$ cat src/rtl/crypto_isa_pkg.sv
// Shared AES instruction-set encodings for the sequencer and control decoder.
// The AES_SEQ_PERF_EN option lives in aes_instr_sequencer.
package crypto_isa_pkg;

    typedef enum logic [6:0] {
        AES_CRYPTO = 7'b1100011,
        R_TYPE     = 7'b0110011
    } opcode_e;

    typedef enum logic [2:0] {
        aesEncryption  = 3'b000,
        keyExpandRound = 3'b001,
        aesDecryption  = 3'b010
    } aes_funct3_e;

    typedef enum logic [2:0] {
        XOR = 3'b001
    } alu_funct3_e;

    localparam logic [6:0] FINAL_FUNCT7 = 7'h01;

    typedef enum logic [1:0] {
        MODE_KEY_EXP = 2'd0,
        MODE_ENC     = 2'd1,
        MODE_DEC     = 2'd2,
        MODE_ILLEGAL = 2'd3
    } cmd_mode_e;

endpackage

$ cat src/rtl/aes_instr_encoder.sv
// R-type field packer: funct7, rs2, rs1, funct3, rd, opcode -> 32-bit word.
module aes_instr_encoder
    import crypto_isa_pkg::*;
(
    input  logic [6:0]  funct7,
    input  logic [4:0]  rs2,
    input  logic [4:0]  rs1,
    input  logic [2:0]  funct3,
    input  logic [4:0]  rd,
    input  logic [6:0]  opcode,
    output logic [31:0] instr
);

    assign instr = {funct7, rs2, rs1, funct3, rd, opcode};

endmodule

$ cat src/rtl/aes_instr_sequencer.sv
// Expands one AES command into its encoded instruction stream.
// Define AES_SEQ_PERF_EN to add the perf_stall_cnt stall counter.
module aes_instr_sequencer
    import crypto_isa_pkg::*;
#(
    parameter int NUM_ROUNDS = 10,
    parameter int INSTR_W    = 32
) (
    input  logic               clk,
    input  logic               rst_n,
    input  logic               cmd_valid,
    output logic               cmd_ready,
    input  logic [1:0]         cmd_mode,
    input  logic [4:0]         cmd_state_reg,
    input  logic [4:0]         cmd_key_base,
    output logic               instr_valid,
    input  logic               instr_ready,
    output logic [INSTR_W-1:0] instr,
    output logic               instr_last,
    output logic               busy,
    output logic               done,
    output logic               cmd_err
`ifdef AES_SEQ_PERF_EN
    ,
    output logic [15:0]        perf_stall_cnt
`endif
);

    localparam logic [4:0] NR5 = 5'(NUM_ROUNDS);

    typedef enum logic [1:0] {IDLE, ISSUE, FINISH} state_e;

    state_e    state;
    cmd_mode_e mode;
    logic [4:0] state_reg;
    logic [4:0] key_base;
    logic [4:0] r;
    logic [4:0] r_inc;
    logic [4:0] last_idx;

    logic [6:0] f7;
    logic [4:0] rs2;
    logic [4:0] rs1;
    logic [2:0] f3;
    logic [4:0] rd;
    logic [6:0] op;
    logic [31:0] word;

    assign r_inc    = r + 5'd1;
    assign last_idx = (mode == MODE_KEY_EXP) ? NR5 - 5'd1 : NR5;

    always_comb begin
        f7  = '0;
        rs2 = key_base;
        rs1 = state_reg;
        rd  = state_reg;
        f3  = aesEncryption;
        op  = AES_CRYPTO;
        unique case (mode)
            MODE_KEY_EXP: begin
                f7  = {2'b00, r_inc};
                rs2 = key_base + r;
                rs1 = key_base + r;
                rd  = key_base + r_inc;
                f3  = keyExpandRound;
            end
            MODE_ENC: rs2 = key_base + r;
            MODE_DEC: begin
                rs2 = key_base + NR5 - r;
                f3  = aesDecryption;
            end
            default: ;
        endcase
        // Encrypt/decrypt open with the whitening XOR and close with the final round.
        if (mode != MODE_KEY_EXP) begin
            if (r == 5'd0) begin
                op = R_TYPE;
                f3 = XOR;
            end else if (r == NR5) begin
                f7 = FINAL_FUNCT7;
            end
        end
    end

    aes_instr_encoder u_enc (
        .funct7 (f7),
        .rs2    (rs2),
        .rs1    (rs1),
        .funct3 (f3),
        .rd     (rd),
        .opcode (op),
        .instr  (word)
    );

    assign instr      = instr_valid ? INSTR_W'(word) : '0;
    assign instr_last = instr_valid && (r == last_idx);

    always_ff @(posedge clk or negedge rst_n) begin
        if (!rst_n) begin
            state       <= IDLE;
            mode        <= MODE_KEY_EXP;
            state_reg   <= '0;
            key_base    <= '0;
            r           <= '0;
            cmd_ready   <= 1'b1;
            instr_valid <= 1'b0;
            busy        <= 1'b0;
            done        <= 1'b0;
            cmd_err     <= 1'b0;
        end else begin
            unique case (state)
                IDLE: begin
                    if (cmd_valid) begin
                        mode      <= cmd_mode_e'(cmd_mode);
                        state_reg <= cmd_state_reg;
                        key_base  <= cmd_key_base;
                        r         <= '0;
                        cmd_ready <= 1'b0;
                        busy      <= 1'b1;
                        if (cmd_mode_e'(cmd_mode) == MODE_ILLEGAL) begin
                            state   <= FINISH;
                            done    <= 1'b1;
                            cmd_err <= 1'b1;
                        end else begin
                            state       <= ISSUE;
                            instr_valid <= 1'b1;
                        end
                    end
                end
                ISSUE: begin
                    if (instr_ready) begin
                        if (r == last_idx) begin
                            state       <= FINISH;
                            instr_valid <= 1'b0;
                            done        <= 1'b1;
                        end else begin
                            r <= r_inc;
                        end
                    end
                end
                FINISH: begin
                    state     <= IDLE;
                    done      <= 1'b0;
                    cmd_err   <= 1'b0;
                    busy      <= 1'b0;
                    cmd_ready <= 1'b1;
                end
                default: state <= IDLE;
            endcase
        end
    end

`ifdef AES_SEQ_PERF_EN
    always_ff @(posedge clk or negedge rst_n) begin
        if (!rst_n) begin
            perf_stall_cnt <= '0;
        end else if (state == IDLE && cmd_valid) begin
            perf_stall_cnt <= '0;
        end else if (instr_valid && !instr_ready && perf_stall_cnt != 16'hFFFF) begin
            perf_stall_cnt <= perf_stall_cnt + 16'd1;
        end
    end
`endif

endmodule

$ cat config.mk
export PLATFORM = sky130hd
export DESIGN_NAME = aes_instr_sequencer
export DESIGN_NICKNAME = d
export VERILOG_FILES = /design/src/rtl/crypto_isa_pkg.sv /design/src/rtl/aes_instr_encoder.sv /design/src/rtl/aes_instr_sequencer.sv
export SDC_FILE = /design/constraint.sdc
export NUM_CORES = 1
export LEC_CHECK = 0
export CAP_MARGIN = 30
export CORE_MARGIN = 2
export CORE_UTILIZATION = 53
export CTS_CLUSTER_SIZE = 10
export DETAILED_ROUTE_END_ITERATION = 8
export PLACE_DENSITY = 0.92
export SYNTH_ARGS = -nofsm -noshare
export SYNTH_HDL_FRONTEND = slang
export SYNTH_SLANG_ARGS = --single-unit
$ cat constraint.sdc
create_clock -name clk -period 3.8 [get_ports clk]
set_input_delay 0.38 -clock clk [delete_from_list [all_inputs] [get_ports clk]]
set_output_delay 0.38 -clock clk [all_outputs]
set_load 0.02 [all_outputs]
# After elaboration in Yosys (flattened, before gate mapping)

Index checks and enable logic that the tools add are counted.

Bits in registers: 24
Input bits: 16
Output and inout port bits: 38
Word-level logic and storage cells: 82

Add/sub/neg operators: 5
Equal/unequal tests: 13
Mux-type cells: 38
Reductions and logical operators: 16

Operators by type and width:

| cell                  | count |
|---|---|
| $mux W5               | 9 |
| $mux W32              | 1 |
| $pmux W5 S2           | 2 |
| $mux W7               | 2 |
| $ne A2 B2 Y1 const B  | 6 |
| $add A5 B5 Y5         | 2 |
| $mux W1               | 10 |
| $mux W2               | 5 |
| $reduce_and A5 Y1     | 2 |
| $pmux W1 S2           | 4 |
| $pmux W2 S2           | 2 |
| $eq A2 B2 Y1 const B  | 3 |
| $mux W3               | 2 |
| $reduce_and A3 Y1     | 2 |
| $reduce_bool A2 Y1    | 3 |
| $add A5 B1 Y5 const B | 1 |
| $add A5 B4 Y5 const B | 1 |
| $eq A5 B4 Y1          | 1 |
| $eq A5 B4 Y1 const B  | 1 |
| $logic_not A5 Y1      | 1 |
| $sub A5 B5 Y5         | 1 |
| $eq A2 B1 Y1 const B  | 2 |
| $logic_not A2 Y1      | 2 |
| $reduce_and A2 Y1     | 2 |
| 5 further kinds       | 5 |

# Longest topological paths before layout

Gate-level depths: netlist of the first run.

Depth after elaboration: 6
Gate-level depth with buffers: 9
Mapped depth without buffers: 9

# By module

A second synthesis of the first run with hierarchy kept.

Cell total of the unflattened synthesis: 293
Area total of the unflattened synthesis: 2517.4 um2

Modules (own cells, without submodules):

| module              | instances | cells an instance | area an instance (um2) | seq. area each (um2) |
|---|---|---|---|---|
| aes_instr_sequencer | 1         | 261               | 2277.2                 | 601.8 |
| aes_instr_encoder   | 1         | 32                | 240.2                  | 0.0 |

# Worst setup path after synthesis of the first run

Ideal clock, no wire load.

Path type: reg2out
Start point: register r[1]
End point: output port instr[11]
Arrival time: 2134 ps
Data required time: 3420 ps
Path slack: 1286 ps
Cell stages (with the launch flop): 10
Cells stage by stage: dfrtp_1 inv_1 ha_1 inv_1 fa_1 inv_1 a21o_1 a21oi_1 xnor2_1 o21ai_0

Word-level cells in the longest chain between the ends: 4

RTL lines:

| item                     | line                       | source |
|---|---|---|
| start: declaration       | aes_instr_sequencer.sv:37  | `logic [4:0] r;` |
| start signal: assignment | aes_instr_sequencer.sv:137 | `r <= r_inc;` |
| $add A5 B1 Y5            | aes_instr_sequencer.sv:49  | `assign r_inc = r + 5'd1;` |
| $add A5 B5 Y5            | aes_instr_sequencer.sv:64  | `rd = key_base + r_inc;` |
| $mux W5                  | aes_instr_sequencer.sv:59  | `unique case (mode)` |
| $mux W32                 | aes_instr_sequencer.sv:95  | `assign instr = instr_valid ? INSTR_W'(word) : '0;` |
| end: declaration         | aes_instr_sequencer.sv:18  | `output logic [INSTR_W-1:0] instr,` |

No other way between the ends.

# Worst setup path in the final report of the first run

Same ends and word-level chain as after synthesis.

==> qor.log, run 1 <==
[worst_setup_path] CP endpoint kind primary output
[global_routing] maximum number of pins on one net before global-route repair 21
[placed_design] worst setup slack before clock tree synthesis 761 ps
[finish] Ant. Diodes 0
[die] starting utilization of the core area 55.2%
[finish] final core utilization 70.2%
[job] Max-Cap Viols 0
[die] ports placed on the boundary 54
[finish] max FFs per register 7
[power] static leakage 0.00118 uW
[logic_synthesis] Cell Area, Synth 2040 sq um
[finish] synthesis-to-layout area growth 27.2%
[clocking] Max Buffers Root-to-Sink 2
[worst_setup_path] Worst Path Max Fanout 8
[die] die width 66.0 microns
[drt] Antenna Violating Nets Remaining 0
[timing] Setup WS post-layout 349 ps
[timing] fin crit share 90.8%
[drt] drt initial violations 92
[timing] hold violation total from the final report 0
[placed_design] Routability Congestion 0.895
[logic_synthesis] count of flip-flops with a built-in enable after synthesis 0
[drt] # DRC 0
[die] placeable core area 3690 sq um
[worst_setup_path] Worst setup SP type flip-flop
[drt] number of detailed-routing iterations run before antenna repair 4
[global_routing] remaining global-route overflow 0
[timing] worst slew margin relative to its limit 58.2%
[logic_synthesis] fraction of registers with async set or reset after synthesis 100%
[clocking] clock-pin slew on the worst setup and hold paths 90 ps
[power] P per Cell Area 927 nW/um^2
[drt] final WL 4.87 mm
[clocking] number of buffers inserted during clock tree synthesis 3
[clocking] Resized cells post-CTS 0
[die] floorplan die area 4350 sq um
[logic_synthesis] synthesized instance count 232
[logic_synthesis] share of synthesized area occupied by flip-flops and latches 29.6%
[global_routing] combined global-route utilization of all metal layers 23.4%
[timing] setup-violating endpoint count in the final report 0
[clocking] hold-fix buffers at CTS 0
[clocking] number of levels the H-tree was split into 1
[logic_synthesis] Post-synth top flop dfrtp_1
[finish] fraction of layout cells with a size suffix above 1 9.12%
[timing] minimum clock period 3450 ps
[global_routing] number of global-route vias before repair 1,709
[timing] Fin Setup TNS 0 ps
[die] Row Count 22
[clocking] root cell of the clock tree clkbuf_8
[timing] actual transition at the worst max-transition pin 618 ps
[global_routing] global-route wire length before repair 7.95 mm
[finish] highest-count cells in the layout ignoring fill and taps clkdlybuf4s50_1 (48), inv_1 (24), dfrtp_1 (23)
[global_routing] initial antenna violation count 0
[logic_synthesis] Distinct cells, synth 39
[worst_setup_path] endpoint required time on the critical path 3420 ps
[power] Design Power 2400 uW
[finish] number of nets at the end of the flow 315
[logic_synthesis] Post-Syn Area per Cell 8.77 sq um
[drt] Routed WL per cell 15.1 microns
[worst_setup_path] arrival time at the worst endpoint 3070 ps
[min_path] worst hold path type primary input to async pin
[power] worst vdd rail ir drop 0.530 mV
[die] Vert. Die Dim 66.0 microns
[logic_synthesis] register bit total from synthesis 24
[timing] unrepaired setup endpoints after global routing no
[finish] leading cell type in the layout, fill and taps excluded clkdlybuf4s50_1
[placed_design] post-detail-place hpwl 3.76 mm
[clocking] setup bufs post-CTS 0
[clocking] Sink Count 24
[timing] final-report max-slew violation count 0
[logic_synthesis] synth warn 0
[drt] via count 1,810
[timing] Max Clock Skew 5.30 ps
[placed_design] Buffers on Ports 48
[drt] Via-to-Cell Ratio 5.62
[timing] highest clock frequency the design can meet 0.290 GHz
[status] outcome finished clean
[clocking] Worst-Skew Late Latency 270 ps
[clocking] CTS tree built
[worst_setup_path] Setup CP Type flip-flop to primary output
power breakdown:
part | switching (uW) | internal [uW] | total [uW]
Sequential | 163 | 369 | 532
Clock | 83.3 | 141 | 224
Combinational | 879 | 764 | 1640
routing by layer:
layer	track usage (%)	vias up	share of wire (%)
met5	0	-	0
met1	31.9	890	45
li1	-	864	-
met3	1.87	11	3.2
met4	7.14	0	1.6
met2	39.8	45	50
critical path, stage by stage (launching register included):
cell             delay (ps)
dfrtp_1                 530
inv_1                   150
ha_1                    330
inv_1                   100
fa_1                    390
inv_1                    90
a21o_1                  110
a21oi_1                  80
xnor2_1                 140
o21ai_0                 240
clkdlybuf4s50_1         650
cells by family after synthesis:
| family | share of synthesized area (%) |
|---|---|
| buffers and inverters | 8.79 |
| other | 0.184 |
| muxes | 10.2 |
| DFF | 29.6 |
| AOI/OAI and AO/OA | 17.1 |
| xor gates and xnor gates | 5.59 |
| and+or+nand+nor | 12.7 |
| adders and majority gates | 15.9 |
worst paths after layout:
check | startpoint | to | slack [ps] | cells after the start
min in group clk | cmd_ready | cmd_ready | 500 | 2
max | r[1] | instr[11] | 350 | 10
min reg2reg | cmd_ready | cmd_ready | 500 | 2
max reg2reg | mode[0] | state[0] | 1860 | 5
max in group asynchronous | rst_n | cmd_ready | 2950 | 2
min | rst_n | state_reg[3] | 350 | 1
cells in the mapped netlist, drive strengths merged (2+ instances only):
cell type	number	area (sq um)
xnor2	7	61.3
o22ai	5	37.5
a21o	4	30.0
ha	21	263
o31ai	2	15.0
clkbuf	5	18.8
and3	2	12.5
a31oi	3	18.8
xor2	6	52.6
mux2i	5	50.1
nor3	2	15.0
a21oi	21	109
nor2	14	52.6
or3	2	12.5
or2	2	12.5
nand2	20	75.1
nand2b	4	25.0
nand3	9	45.0
o21bai	2	15.0
fa	3	60.1
dfrtp	23	576
buf	10	70.1
inv	24	90.1
mux2	14	158
o21ai	11	55.1
a211o	2	17.5
area by class of cell:
class,instances,area [sq um]
inverters,24,90.1
repair buffers,49,495
clock buffers,3,41.3
multi-input cells,173,1270
flip-flops and latches,24,602
fillers,282,1100
clock inverters,1,30.0
well taps,48,60.1
stage by stage:
| stage | area [sq um] | cells | hold WS [ps] |
|---|---|---|---|
| 2_1_floorplan | 2050 | 236 | 84.4 |
| 3_3_place_gp | 2500 | 317 | 482 |
| 3_5_place_dp | 2520 | 318 | 487 |
| 4_1_cts | 2590 | 322 | 354 |
| 5_1_grt | 2590 | 322 | 353 |
| 6_report | 2590 | 322 | 345 |
(Power assumes the default switching activity.)
==> run 2: changes to the inputs <==
- CTS_CLUSTER_DIAMETER: unset -> 30
==> results of run 2 <==
Final layout, timing and power as in run 1 (identical DEF).
==> run 3: changes to the inputs <==
- CTS_CLUSTER_SIZE: 10 -> 14
- PLACE_DENSITY: 0.92 -> unset
- PLACE_DENSITY_LB_ADDON: unset -> 0.08
==> qor.log, run 3 (synthesis gave the netlist of run 1 again) <==
[status] outcome finished clean
[timing] hold violation total from the final report 0
[clocking] CTS tree built
[timing] fin crit share 89.1%
[power] P per Cell Area 916 nW/um^2
[clocking] Sink Count 24
[die] placeable core area 3690 sq um
[die] floorplan die area 4350 sq um
[min_path] worst hold path type primary input to async pin
[worst_setup_path] Worst Path Max Fanout 6
[finish] number of nets at the end of the flow 315
[worst_setup_path] worst-path cell with the longest stage delay clkdlybuf4s50_1
[drt] Routed WL per cell 14.1 microns
[clocking] number of buffers inserted during clock tree synthesis 3
[power] Switching Fraction 46.3%
[global_routing] remaining global-route overflow 0
[placed_design] Routability Congestion 0.884
[worst_setup_path] arrival time at the worst endpoint 3010 ps
[clocking] hold-fix buffers at CTS 0
[finish] synthesis-to-layout area growth 27.2%
[timing] final-report max-slew violation count 0
[placed_design] post-detail-place hpwl 3.60 mm
[timing] worst slew margin relative to its limit 50.2%
[global_routing] global-route wire length before repair 7.62 mm
[global_routing] number of global-route vias before repair 1,624
[timing] unrepaired setup endpoints after global routing no
[finish] max FFs per register 7
[drt] drt initial violations 110
[worst_setup_path] cell-by-cell listing of the critical path inv_1 > ha_1 > inv_1 > ha_1 > fa_1 > xor2_1 > nor2_1 > a211o_1 > o31ai_1 > clkdlybuf4s50_1
[global_routing] maximum number of pins on one net before global-route repair 18
[finish] fraction of layout cells with a size suffix above 1 9.12%
[die] Vert. Die Dim 66.0 microns
[worst_setup_path] CP peak stage delay 640 ps
[drt] Antenna Violating Nets Remaining 0
[power] worst vdd rail ir drop 0.478 mV
[worst_setup_path] Worst setup SP type flip-flop
[timing] minimum clock period 3390 ps
[die] die width 66.0 microns
[finish] finished layout cell area 2590 sq um
[power] static leakage 0.00118 uW
[clocking] Max Buffers Root-to-Sink 2
[timing] actual transition at the worst max-transition pin 737 ps
[finish] leading cell type in the layout, fill and taps excluded clkdlybuf4s50_1
[worst_setup_path] CP endpoint kind primary output
[power] Seq pwr share 22.2%
[global_routing] routing usage on met3 2.04%
[clocking] Resized cells post-CTS 0
[global_routing] global-route met1 utilization 33.3%
[placed_design] total placed instance area 2520 sq um
[timing] highest clock frequency the design can meet 0.295 GHz
[global_routing] GRT busiest layer met2
[drt] # DRC 0
[clocking] root cell of the clock tree clkbuf_8
[clocking] setup bufs post-CTS 0
[finish] highest-count cells in the layout ignoring fill and taps clkdlybuf4s50_1 (48), inv_1 (24), dfrtp_1 (23)
[die] starting utilization of the core area 55.2%
[job] Max-Cap Viols 0
[die] ports placed on the boundary 54
[placed_design] Buffers on Ports 48
[die] Row Count 22
[drt] via count 1,724
[finish] Ant. Diodes 0
[clocking] number of levels the H-tree was split into 1
[drt] Via-to-Cell Ratio 5.35
[timing] setup-violating endpoint count in the final report 0
[global_routing] initial antenna violation count 0
[power] Clk pwr share 9.5%
[timing] Max Clock Skew 2.98 ps
[timing] Fin Setup TNS 0 ps
[global_routing] combined global-route utilization of all metal layers 22.4%
[worst_setup_path] endpoint required time on the critical path 3420 ps
[worst_setup_path] Setup CP Type flip-flop to primary output
[global_routing] M2 GR Usage 36.1%
[power] internal power summed over all cells 1270 uW
[clocking] Worst-Skew Late Latency 260 ps
[power] reported net switching power 1100 uW
[clocking] clock-pin slew on the worst setup and hold paths 90 ps
[drt] final WL 4.55 mm
[finish] final core utilization 70.2%
[power] Combinational Power Share 68.4%
[drt] number of detailed-routing iterations run before antenna repair 4
## run 3: cell counts in the layout (fill, tap and decap cells not counted)
No cell type changed its count.
## run 3: cell type report
type | count | area, sq um
Fill cell | 324 | 1100
Clock inverter | 1 | 30.0
Tap cell | 48 | 60.1
Sequential cell | 24 | 602
Timing Repair Buffer | 49 | 495
Clock buffer | 3 | 41.3
Inverter | 24 | 90.1
Multi-Input combinational cell | 173 | 1270
## run 3: final timing paths
check | startpoint | endpoint | slack, ps | depth (start not counted)
worst max-delay path | key_base[1] | instr[23] | 410 | 10
worst min-delay path | rst_n | state_reg[4] | 440 | 1
worst max register to register | mode[1] | r[2] | 1880 | 5
worst min register to register | cmd_ready | cmd_ready | 510 | 2
max in group asynchronous | rst_n | instr_valid | 2880 | 2
min in group clk | cmd_ready | cmd_ready | 510 | 2
## run 3: critical path: cells and delay by family, from the launching register on
family	cells	cell delay [ps]
flops	1	490
fa+ha+maj	3	890
compound gates	2	310
buf+inv	3	820
xor+xnor	1	160
simple gates	1	60
## run 3: layer usage
metal | part of all wire, % | vias to the layer above
met5 | 0 | -
met4 | 0.42 | 0
met3 | 4.2 | 2
met2 | 47 | 41
met1 | 48 | 816
li1 | - | 865
## run 3: through the flow
stage	setup WS [ps]	std cells	power, uW	hold slack, ps
2_1_floorplan	1290	236	1620	84.4
3_3_place_gp	735	317	2130	483
3_5_place_dp	691	318	2150	501
4_1_cts	388	322	2390	457
5_1_grt	203	322	2580	486
6_report	414	322	2370	443
## run 3: power by group through the flow
stage	combinational (uW)	sequential (uW)	clock (uW)
after floorplan	1120	492	0
after global placement	1600	525	0
after detailed placement	1620	532	0
after CTS	1630	526	231
after global routing	1790	547	239
final	1620	526	225
